===== src/rtl/pmem_line_adapter.sv =====
// Responder for the cache's line-wide physical-memory port.
// Each 128-bit line request is served as eight back-to-back 16-bit word transactions.
module pmem_line_adapter #(
  parameter int unsigned LINE_WIDTH = 128,
  parameter int unsigned WORD_WIDTH = 16,
  parameter int unsigned ADDR_WIDTH = 16
) (
  input  logic                  clk,
  input  logic                  rst_n,
  input  logic [ADDR_WIDTH-1:0] pmem_address,
  input  logic                  pmem_read,
  input  logic                  pmem_write,
  input  logic [LINE_WIDTH-1:0] pmem_wdata,
  output logic [LINE_WIDTH-1:0] pmem_rdata,
  output logic                  pmem_resp,
  output logic [ADDR_WIDTH-1:0] wmem_address,
  output logic                  wmem_read,
  output logic                  wmem_write,
  output logic [WORD_WIDTH-1:0] wmem_wdata,
  input  logic [WORD_WIDTH-1:0] wmem_rdata,
  input  logic                  wmem_resp
);

  localparam int unsigned BEATS      = LINE_WIDTH / WORD_WIDTH;
  localparam int unsigned BEAT_W     = $clog2(BEATS);
  localparam int unsigned LINE_BYTES = LINE_WIDTH / 8;
  localparam int unsigned WORD_SHIFT = $clog2(WORD_WIDTH / 8);
  localparam logic [BEAT_W-1:0]     LAST_BEAT = BEAT_W'(BEATS - 1);
  localparam logic [ADDR_WIDTH-1:0] LINE_MASK = ~ADDR_WIDTH'(LINE_BYTES - 1);

  typedef enum logic [1:0] {
    S_IDLE,
    S_READ,
    S_WRITE,
    S_DONE
  } state_t;

  state_t                state_q, state_d;
  logic [BEAT_W-1:0]     beat_q, beat_d;
  logic [ADDR_WIDTH-1:0] base_q, base_d;
  logic [LINE_WIDTH-1:0] line_q, line_d;
  logic [LINE_WIDTH-1:0] rdata_d;
  logic                  resp_d;
  logic                  wread_d;
  logic                  wwrite_d;
  logic [ADDR_WIDTH-1:0] waddr_d;
  logic [WORD_WIDTH-1:0] wwdata_d;

  // State and all outputs register together; reset clears everything at once.
  always_ff @(posedge clk or negedge rst_n) begin
    if (!rst_n) begin
      state_q      <= S_IDLE;
      beat_q       <= '0;
      base_q       <= '0;
      line_q       <= '0;
      pmem_rdata   <= '0;
      pmem_resp    <= 1'b0;
      wmem_read    <= 1'b0;
      wmem_write   <= 1'b0;
      wmem_address <= '0;
      wmem_wdata   <= '0;
    end else begin
      state_q      <= state_d;
      beat_q       <= beat_d;
      base_q       <= base_d;
      line_q       <= line_d;
      pmem_rdata   <= rdata_d;
      pmem_resp    <= resp_d;
      wmem_read    <= wread_d;
      wmem_write   <= wwrite_d;
      wmem_address <= waddr_d;
      wmem_wdata   <= wwdata_d;
    end
  end

  // Next state, then the word-port outputs derived from the state being entered.
  always_comb begin
    state_d  = state_q;
    beat_d   = beat_q;
    base_d   = base_q;
    line_d   = line_q;
    rdata_d  = pmem_rdata;
    resp_d   = 1'b0;
    wread_d  = 1'b0;
    wwrite_d = 1'b0;
    waddr_d  = '0;
    wwdata_d = '0;

    unique case (state_q)
      S_IDLE: begin
        beat_d = '0;
        // Writeback takes priority so a dirty victim leaves before the fill.
        if (pmem_write) begin
          base_d  = pmem_address & LINE_MASK;
          line_d  = pmem_wdata;
          state_d = S_WRITE;
        end else if (pmem_read) begin
          base_d  = pmem_address & LINE_MASK;
          state_d = S_READ;
        end
      end
      S_READ, S_WRITE: begin
        if (wmem_resp) begin
          if (state_q == S_READ) begin
            rdata_d[beat_q*WORD_WIDTH +: WORD_WIDTH] = wmem_rdata;
          end
          if (beat_q == LAST_BEAT) begin
            beat_d  = '0;
            state_d = S_DONE;
          end else begin
            beat_d = beat_q + BEAT_W'(1);
          end
        end
      end
      S_DONE: begin
        beat_d  = '0;
        state_d = S_IDLE;
      end
      default: state_d = S_IDLE;
    endcase

    resp_d   = (state_d == S_DONE);
    wread_d  = (state_d == S_READ);
    wwrite_d = (state_d == S_WRITE);
    // Base is line aligned, so the beat offset never carries past the line.
    if (wread_d || wwrite_d) begin
      waddr_d = base_d | (ADDR_WIDTH'(beat_d) << WORD_SHIFT);
    end
    if (wwrite_d) begin
      wwdata_d = line_d[beat_d*WORD_WIDTH +: WORD_WIDTH];
    end
  end

endmodule


===== config.mk =====
export PLATFORM = sky130hd
export DESIGN_NAME = pmem_line_adapter
export DESIGN_NICKNAME = d
export VERILOG_FILES = /design/src/rtl/pmem_line_adapter.sv
export SDC_FILE = /design/constraint.sdc
export NUM_CORES = 1
export LEC_CHECK = 0
export CAP_MARGIN = 20
export CORE_MARGIN = 2
export CORE_UTILIZATION = 40
export CTS_CLUSTER_SIZE = 30
export DETAILED_ROUTE_END_ITERATION = 8
export PLACE_DENSITY = 0.79
export SLEW_MARGIN = 25
export SYNTH_ARGS = -nofsm -noshare
export SYNTH_HDL_FRONTEND = slang
export SYNTH_SLANG_ARGS = --single-unit

===== constraint.sdc =====
create_clock -name clk -period 2.75 [get_ports clk]
set_clock_uncertainty 0.2 [all_clocks]
set_input_delay 0.4125 -clock clk [delete_from_list [all_inputs] [get_ports clk]]
set_output_delay 0.4125 -clock clk [all_outputs]
set_load 0.005 [all_outputs]

==> impl_metrics.py, run 1 <==
metrics = {
    "critical_path": {
        "worst_r2r_startpoint": "beat_q[0]",
        "cpMaxStageDelayCell": "or3b_2",
        "worstPathCellList": "ha_1, ha_2, or3b_2, buf_12, buf_4, nand3_1, a21oi_1, o21ai_0, nor4_2",
        "worstPathArrival_ps": 2900,
        "startpoint_type": "flip-flop",
        "crit_type": "flip-flop to flip-flop",
        "cp_max_fo": 19,
        "slowest_delay_ps": 530,
        "crit_buf_inv": 2,
        "crit_family": "simple AND/OR/NAND/NOR gates",
        "required_ps": 2970,
        "endpoint_kind": "flip-flop",
        "crit_start": "beat_q[0]",
    },
    "die": {
        "fp.coreArea_sq_um": 37670,
        "die_w_microns": 199.6,
        "fp-row-count": 71,
        "dieArea_sq_um": 39850,
        "die_y_microns": 199.6,
        "start_util_pct": 40.64,
        "pin_count": 328,
    },
    "clock_network": {
        "clk_pin_slew_ps": 60,
        "htree_num_levels": 2,
        "tritoncts": "yes",
        "clk_path_buf_depth": 3,
        "cts_buffers": 37,
        "clock-sinks": 312,
        "clkLatencyLatePin_ps": 540,
        "cts_root_buf": "clkbuf_16",
    },
    "pwr": {
        "leakage_nw": 9.471,
        "finalPower_mw": 21.47,
        "vdd_drop_max_mv": 0.5939,
        "power_density_nw_per_um2": 1013,
    },
    "grt": {
        "track_usage_pct": 25.67,
        "grt_max_degree": 73,
        "grt_pass1_vias": 14330,
        "antenna_found_initial": 4,
        "overflow": 0,
        "grt_first_pass_wirelength_microns": 79300,
    },
    "routing": {
        "detail_route.iter0.violations": 990,
        "via_per_inst": 5.590,
        "routedWlPerCell_microns": 20.10,
        "ant_nets": 0,
        "drt-total-wl_microns": 51730,
        "dr.pass1.iters": 7,
        "vias": 14389,
        "drc": 0,
    },
    "layout": {
        "area_growth_pct": 38.51,
        "nFillCells": 3193,
        "nets": 2212,
        "fin_cells": 2574,
        "drive_gt1_share_pct": 15.24,
    },
    "synthesis": {
        "synth.distinct_cells": 65,
        "synth-edff-count": 0,
        "netlist_top_cells_area": "dfrtp_1 (51%), nand2_1 (13%), mux2_2 (4.3%)",
        "syn_inst": 1675,
        "async_flop_share_pct": 100.0,
        "synthFlopType": "dfrtp_1",
        "ys_seq_area_share_pct": 51.00,
        "yosys.area.top_type": "dfrtp_1",
        "synth_commonest_cells": "nand2_1 (513), dfrtp_1 (312), o21ai_0 (81)",
        "ys_ff_latch": 312,
        "synth.most_common_cell": "nand2_1",
        "synth_area_sq_um": 15310,
        "yosysTopAreaCellShare_pct": 51.00,
        "synth_nets": 1850,
        "ys_warn_count": 0,
        "avgSynthCellArea_sq_um": 9.139,
    },
    "timing": {
        "fin_crit_sh_pct": 97.45,
        "fmax_mhz": 373.2,
        "drv_slew": 0,
        "finalSetupViolations": 0,
        "whs_ps": 224.9,
        "worstMarginPinSlew_ps": 596.7,
        "min_period_ps": 2680,
        "relSlewSlack_pct": 60.22,
        "setup_tns_ps": 0,
        "hold_viol_final": 0,
    },
    "placement": {
        "place_inst": 2503,
        "hpwlAfterDp_microns": 36840,
        "gp_congestion": 0.9300,
        "port_buffers": 323,
    },
    "run": {
        "maxCapViolCount": 0,
    },
    "hold_path": {
        "hold_class": "primary input to flip-flop",
        "min-delay-start": "pmem_wdata[38]",
    },
    "run_status": {
        "status": "finished clean",
    },
}
metal layers:
| layer | part of all wire [%] | up-vias | global-route usage, % |
|---|---|---|---|
| met1 | 38 | 6883 | 30.62 |
| met5 | 0.083 | - | 0 |
| met4 | 3.8 | 6 | 10.81 |
| met2 | 49 | 835 | 43.65 |
| li1 | - | 6532 | - |
| met3 | 9.8 | 133 | 6.954 |
sequential cells by signal (all words and copies together), names as in the netlist:
| name | count |
|---|---|
| beat_q | 3 |
| pmem_resp | 1 |
| state_q | 2 |
| wmem_write | 1 |
| pmem_rdata | 128 |
| base_q | 16 |
| line_q | 128 |
| wmem_read | 1 |
| wmem_wdata | 16 |
| wmem_address | 16 |
logic make-up after synthesis:
family                     count (synthesis)  synth area share [%]
and+or+nand+nor                          756                 21.65
AOI/OAI and AO/OA                        339                 14.81
DFF                                      312                 51.00
buffers and inverters                    163                 4.773
muxes                                     95                 6.947
adders and majority gates                 10                0.8173
repair_timing:
item                                   CTS  global route
setup endpoints to repair                8            24
gates resized for setup                  9            15
cloned                                   1             1
setup buffers                            0             3
hold buffers                             1             0
pin swaps                                1             2
endpoints found under the hold margin   53             0
layout by cell type, fill, tap and decap left out, types with 4 or more instances in the layout:
cell type / instances
nand3_1: 75
a221o_1: 11
clkbuf_1: 6
clkinv_2: 9
clkbuf_16: 40
a32oi_1: 6
a211oi_1: 28
buf_4: 102
o22ai_1: 54
nor2_1: 74
o21ai_0: 78
nand2b_1: 8
clkdlybuf4s50_1: 322
inv_1: 26
o221ai_1: 6
a31o_2: 4
buf_12: 24
dfrtp_1: 311
o221a_2: 11
o32a_1: 11
o31ai_1: 22
nor3_1: 14
o211ai_1: 12
nor4_2: 9
and2_1: 11
mux2i_1: 32
o21ai_1: 27
ha_1: 6
a21oi_1: 37
a2111oi_1: 4
clkbuf_8: 6
and3_1: 5
nor2b_1: 13
nand2_1: 511
mux2_2: 59
cell type report:
class / count / area (sq um) / share of cell area [%]
clock buffers: 51 / 1081 / 5.098
inverters: 31 / 120.1 / 0.5665
multi-input cells: 1200 / 6895 / 32.52
flip-flops and latches: 312 / 7809 / 36.83
diodes: 2 / 5.005 / 0.02360
repair buffers: 455 / 4558 / 21.50
well taps: 511 / 639.4 / 3.015
clock inverters: 12 / 96.34 / 0.4544
worst min-delay path, delay by kind of cell:
kind / cells / cell delay, ps
simple gates: 2 / 100
buf+inv: 1 / 410
worst paths after layout:
check / end / slack, ps / depth (start not counted)
setup reg to reg: wmem_wdata[5] / 70 / 9
setup / recovery: wmem_wdata[5] / 70 / 9
hold reg to reg: base_q[3] / 260 / 2
hold / removal: line_q[38] / 220 / 3
max in group asynchronous: line_q[79] / 1260 / 3
min in group asynchronous: wmem_address[3] / 250 / 2
per-stage QoR:
stage / instance area, sq um / setup slack (ps) / utilization [%]
3_3_place_gp: 19880 / -196.0 / 52.77
4_1_cts: 21110 / 5.833 / 56.04
3_5_place_dp: 19880 / -244.0 / 52.77
5_1_grt: 21200 / -4.891 / 56.28
2_1_floorplan: 15340 / 22.54 / -
6_report: 21200 / 70.20 / 56.29
power breakdown:
group / total (mW) / internal (mW) / switching, mW / leakage (nW)
logic: 9.85 / 4.40 / 5.45 / 4.87
registers: 6.86 / 6.02 / 0.838 / 4.01
clock network: 4.77 / 2.84 / 1.93 / 0.590
Note: power is estimated with default switching activity, not from simulation.
==> inputs of run 2 (changes only) <==
--- a/config.mk
+++ b/config.mk
@@ -8,7 +8,6 @@
 export CAP_MARGIN = 20
 export CORE_MARGIN = 2
 export CORE_UTILIZATION = 40
-export CTS_CLUSTER_SIZE = 30
 export DETAILED_ROUTE_END_ITERATION = 8
 export PLACE_DENSITY = 0.79
 export SLEW_MARGIN = 25
==> constraint.sdc (replaced) <==
create_clock -name clk -period 2.75 [get_ports clk]
set_clock_uncertainty 0.2 [all_clocks]
set_input_delay 0.6875 -clock clk [delete_from_list [all_inputs] [get_ports clk]]
set_output_delay 0.6875 -clock clk [all_outputs]
set_load 0.005 [all_outputs]
==> run 2 against run 1 <==
Effect of this change:
- the run now ends with negative setup slack left
- first-iteration DRC count grew 30%
- sequential share of layout area shrank 0.15 points
- non-clock buffer count shrank 5
- worst setup slack lost 75 ps
- sequential cell count is the same
- die area is the same
- register-to-register slack lost 70 ps
- utilization grew 0.24 points
- clock power shrank 3%
- largest cell class unchanged
==> impl_metrics.py, run 2 (synthesized netlist as in run 1, its figures left out) <==
metrics = {
    "die": {
        "die_y_microns": 199.6,
        "start_util_pct": 40.64,
        "pin_count": 328,
        "die_w_microns": 199.6,
        "dieArea_sq_um": 39850,
        "fp-row-count": 71,
        "fp.coreArea_sq_um": 37670,
    },
    "run": {
        "maxCapViolCount": 0,
    },
    "placement": {
        "hpwlAfterDp_microns": 36900,
        "place_area_sq_um": 19960,
        "place_ws_ps": -442.2,
        "port_buffers": 323,
        "gp_congestion": 0.9727,
        "place_inst": 2499,
    },
    "timing": {
        "min_period_ps": 2755,
        "fmax_mhz": 363.0,
        "rsz0062_at_grt": "true",
        "hold_viol_final": 0,
        "drv_slew": 0,
        "worstMarginPinSlew_ps": 550.8,
        "fin_crit_sh_pct": 100.2,
        "relSlewSlack_pct": 63.16,
        "whs_ps": 265.8,
        "setup_tns_ps": -4.554,
        "finalSetupViolations": 1,
        "fin_ws_ps": -4.554,
    },
    "routing": {
        "vias": 14420,
        "drt-total-wl_microns": 52070,
        "via_per_inst": 5.607,
        "dr.pass1.iters": 5,
        "ant_nets": 0,
        "routedWlPerCell_microns": 20.24,
        "detail_route.iter0.violations": 1289,
        "drc": 0,
    },
    "pwr": {
        "comb_power_share_pct": 46.7,
        "p_switching_mw": 8.325,
        "p_int_mw": 13.29,
        "power_density_nw_per_um2": 1015,
        "seqPwrFrac_pct": 31.8,
        "vdd_drop_max_mv": 0.5381,
        "switching_share_pct": 38.51,
        "finalPower_mw": 21.62,
        "clkPwrFrac_pct": 21.5,
        "leakage_nw": 9.494,
    },
    "grt": {
        "grt_first_pass_wirelength_microns": 78520,
        "antenna_found_initial": 5,
        "grt_pass1_vias": 14165,
        "grt_max_degree": 93,
        "overflow": 0,
        "track_usage_pct": 25.42,
    },
    "layout": {
        "final_cell_mix": "nand2_1 (511), clkdlybuf4s50_1 (322), dfrtp_1 (311), buf_4 (89), o21ai_0 (80)",
        "drive_gt1_share_pct": 15.06,
        "final_core_util_pct": 56.53,
        "area_growth_pct": 39.09,
        "nFillCells": 3210,
        "fin_cells": 2572,
        "mostFrequentLayoutCell": "nand2_1",
        "regArea_sq_um": 7809,
        "top_regs": "line_q x128, pmem_rdata x128",
        "multi_input_area_sq_um": 6922,
        "final_cell_area_sq_um": 21290,
        "nets": 2206,
    },
    "critical_path": {
        "startpoint_type": "flip-flop",
        "required_ps": 2980,
        "endpoint_kind": "flip-flop",
        "worstPathArrival_ps": 2990,
        "cp_max_fo": 8,
        "crit_type": "flip-flop to flip-flop",
    },
    "hold_path": {
        "hold_class": "flip-flop to flip-flop",
    },
    "clock_network": {
        "clock-sinks": 312,
        "cts_root_buf": "clkbuf_16",
        "cts_buffers": 36,
        "clkLatencyLatePin_ps": 540,
        "htree_num_levels": 2,
        "clk_pin_slew_ps": 60,
        "tritoncts": "yes",
        "clk_path_buf_depth": 3,
    },
    "run_status": {
        "status": "finished with violations",
        "violations": "negative setup slack",
    },
}
==> run 2: cell count changes in the layout (fill, tap and decap cells not counted), sizes merged <==
cell / change
buf: -6
inv: -1
clkbuf: +3
clkinvlp: +1
diode: +1
==> run 2: layout make-up <==
class,instances,share of cell area (%)
Sequential cell,312,36.67
Multi-Input combinational cell,1200,32.51
Timing Repair Buffer,450,21.87
Clock buffer,53,4.813
Tap cell,511,3.003
Inverter,31,0.5641
Clock inverter,12,0.5347
Antenna cell,3,0.03526
==> run 2: routing by layer <==
| metal | GRT usage (%) | vias to the layer above | part of all wire, % |
|---|---|---|---|
| li1 | - | 6518 | - |
| met1 | 30.60 | 6904 | 37 |
| met2 | 43.02 | 851 | 48 |
| met3 | 6.920 | 145 | 11 |
| met4 | 10.37 | 2 | 4.1 |
| met5 | 0 | - | 0.019 |
==> run 2: final timing paths <==
| check | startpoint | endpoint | slack, ps | cells past startpoint |
|---|---|---|---|---|
| min in group asynchronous | rst_n | pmem_rdata[23] | 450 | 2 |
| min | base_q[3] | base_q[3] | 270 | 2 |
| max | beat_q[0] | wmem_wdata[6] | -5 | 11 |
| max reg2reg | beat_q[0] | wmem_wdata[6] | -5 | 11 |
| max in group asynchronous | rst_n | pmem_rdata[65] | 1070 | 3 |
| min reg2reg | base_q[3] | base_q[3] | 270 | 2 |
==> run 2: worst max-delay path, cell delays in order (launching register included) <==
cell and delay, ps:
dfrtp_2 410, ha_1 200, ha_2 210, buf_4 170, nor3b_4 170, buf_4 190
buf_12 150, buf_4 130, o22ai_1 80, a211oi_1 300, nor3_1 110, nor4_2 320
==> run 2: power by group through the flow <==
| stage | combinational [mW] | sequential, mW | clock [mW] |
|---|---|---|---|
| final | 10.1 | 6.87 | 4.65 |
| after global placement | 9.34 | 6.83 | 0 |
| after CTS | 9.68 | 6.85 | 4.71 |
| after global routing | 10.9 | 7.01 | 4.91 |
| after floorplan | 5.87 | 6.72 | 0 |
| after detailed placement | 9.60 | 6.92 | 0 |
==> run 2: repair_timing <==
action / 4_1_cts / 5_1_grt
cloned: 0 / 2
hold buffers: 1 / 0
hold endpoints to repair: 36 / 0
setup endpoints to repair: 2 / 40
buffers inserted: 0 / 2
gates resized for setup: 2 / 21
pin swaps: 0 / 4
==> inputs of run 3 (changes only) <==
--- a/config.mk
+++ b/config.mk
@@ -9,7 +9,7 @@
 export CORE_MARGIN = 2
 export CORE_UTILIZATION = 40
 export DETAILED_ROUTE_END_ITERATION = 8
-export PLACE_DENSITY = 0.79
+export PLACE_DENSITY = 0.76
 export SLEW_MARGIN = 25
 export SYNTH_ARGS = -nofsm -noshare
 export SYNTH_HDL_FRONTEND = slang
==> constraint.sdc (replaced) <==
create_clock -name clk -period 2.7 [get_ports clk]
set_clock_uncertainty 0.2 [all_clocks]
set_input_delay 0.675 -clock clk [delete_from_list [all_inputs] [get_ports clk]]
set_output_delay 0.675 -clock clk [all_outputs]
set_load 0.005 [all_outputs]
==> run 3 against run 2 <==
Effect of this change:
- the run now ends clean
- register-to-register slack improved by 50 ps
- die area did not move
- largest cell class unchanged
- utilization rose by 0.47 points
- largest power group unchanged
- routed wire length rose by 0.13%
- critical path depth did not move
- non-clock buffer count rose by 16
- sequential share of layout area fell by 0.30 points
- sequential power rose by 2%
- power rose by 2.1%
- first-iteration DRC count fell by 1.9%
==> impl_metrics.py, run 3 (synthesized netlist as in run 1, its figures left out) <==
metrics = {
    "layout": {
        "regArea_sq_um": 7809,
        "drive_gt1_share_pct": 15.97,
        "mostFrequentLayoutCell": "nand2_1",
        "final_cell_mix": "nand2_1 (512), clkdlybuf4s50_1 (322), dfrtp_1 (311), buf_4 (106), o21ai_0 (81)",
        "area_growth_pct": 40.25,
        "final_core_util_pct": 57.00,
        "nFillCells": 3192,
        "nets": 2222,
        "multi_input_area_sq_um": 6940,
        "top_regs": "line_q x128, pmem_rdata x128",
    },
    "placement": {
        "place_ws_ps": -521.0,
        "port_buffers": 323,
        "hpwlAfterDp_microns": 36780,
        "gp_congestion": 0.9555,
    },
    "routing": {
        "drt-total-wl_microns": 52130,
        "drc": 0,
        "wl_met2_microns": 24810,
        "dr.max_layer_used": "met4",
        "ant_nets": 0,
        "dr.pass1.iters": 5,
        "wl_met1_microns": 19520,
        "detail_route.iter0.violations": 1264,
        "routedWlPerCell_microns": 20.13,
        "vias": 14503,
        "via_per_inst": 5.600,
        "wl_met3_microns": 5260,
    },
    "critical_path": {
        "worstPathCellList": "ha_2, ha_4, buf_4, nor3b_4, buf_4, buf_12, o22ai_1, a21oi_1, o22ai_1, buf_4, nor4_2",
        "worstPathArrival_ps": 2890,
        "cp_max_fo": 17,
        "crit_buf_inv": 4,
        "cpMaxStageDelayCell": "dfrtp_2",
        "startpoint_type": "flip-flop",
        "crit_top_cell": "buf_4",
        "required_ps": 2940,
        "crit_type": "flip-flop to flip-flop",
        "slowest_delay_ps": 420,
        "endpoint_kind": "flip-flop",
        "crit_family": "buffers and inverters",
    },
    "die": {
        "dieArea_sq_um": 39850,
        "die_w_microns": 199.6,
        "fp-row-count": 71,
        "fp.coreArea_sq_um": 37670,
        "pin_count": 328,
        "die_y_microns": 199.6,
        "start_util_pct": 40.64,
    },
    "clock_network": {
        "htree_num_levels": 2,
        "cts_buffers": 36,
        "tritoncts": "yes",
        "cts_root_buf": "clkbuf_16",
        "clock-sinks": 312,
        "clkLatencyLatePin_ps": 530,
        "clk_path_buf_depth": 3,
        "clk_pin_slew_ps": 60,
    },
    "grt": {
        "track_usage_pct": 25.90,
        "antenna_found_initial": 6,
        "grt_pass1_vias": 14347,
        "grt_max_degree": 73,
        "grt_first_pass_wirelength_microns": 80070,
        "overflow": 0,
    },
    "timing": {
        "worstMarginPinSlew_ps": 587.7,
        "setup_tns_ps": 0,
        "fin_crit_sh_pct": 98.13,
        "fmax_mhz": 377.4,
        "relSlewSlack_pct": 60.70,
        "drv_slew": 0,
        "finalSetupViolations": 0,
        "fin_ws_ps": 50.38,
        "hold_viol_final": 0,
        "min_period_ps": 2650,
    },
    "hold_path": {
        "hold_class": "flip-flop to flip-flop",
    },
    "pwr": {
        "leakage_nw": 9.589,
        "vdd_drop_max_mv": 0.5602,
        "power_density_nw_per_um2": 1028,
    },
    "run": {
        "maxCapViolCount": 0,
    },
    "run_status": {
        "status": "finished clean",
    },
}
run 3: cell count changes in the layout (fill, tap and decap cells not counted), moves of 3 or more:
cell	change
buf_4	+17
o22ai_2	-5
a2111oi_2	+3
o22ai_1	+5
diode_2	+3
clkbuf_8	+3
run 3: worst paths after layout:
path	startpoint	end	slack [ps]	cells after the start
worst max-delay path	beat_q[0]	wmem_wdata[9]	50	11
max in group asynchronous	rst_n	line_q[39]	1040	3
worst min-delay path	base_q[3]	base_q[3]	260	2
worst min register to register	base_q[3]	base_q[3]	260	2
worst max register to register	beat_q[0]	wmem_wdata[9]	50	11
min in group asynchronous	rst_n	pmem_rdata[102]	520	2
run 3: where the power goes:
group / internal [mW] / switching (mW)
Clock: 2.96 / 1.94
Combinational: 4.58 / 5.61
Sequential: 6.13 / 0.857
Total: 13.7 / 8.40
run 3: cell type report:
| class | instances | area share, % |
|---|---|---|
| Sequential cell | 312 | 36.37 |
| Multi-Input combinational cell | 1200 | 32.33 |
| Timing Repair Buffer | 466 | 22.13 |
| Clock buffer | 55 | 5.047 |
| Tap cell | 511 | 2.978 |
| Inverter | 31 | 0.5886 |
| Clock inverter | 9 | 0.4895 |
| Antenna cell | 6 | 0.06993 |
run 3: repair_timing:
item,CTS,global route
endpoints found under the hold margin,50,0
buffers inserted,0,5
gates cloned,0,1
resized for setup,3,24
pin swaps,0,6
endpoints found under the setup margin,11,35
hold buffers,1,0
run 3: per-layer routing:
metal / vias up / GRT usage (%)
met5: - / 0
met4: 0 / 13.36
met3: 135 / 5.722
met2: 856 / 43.11
met1: 6952 / 31.53
li1: 6560 / -
run 3: worst register-to-register path: stages (launching register included):
cell     delay (ps)
dfrtp_2         420
ha_2            210
ha_4            200
buf_4           150
nor3b_4         270
buf_4           170
buf_12          150
o22ai_1         110
a21oi_1         230
o22ai_1         110
buf_4           140
nor4_2          210
run 3: through the flow:
step,cells,hold slack [ps],power [mW],instance area (sq um)
finish,2590,260.2,22.07,21470
CTS,2578,262.5,21.77,21280
global route,2586,278.5,23.32,21460
detailed placement,2513,247.7,16.78,20070
global placement,2513,237.4,16.43,20070
floorplan,1675,179.4,12.88,15360
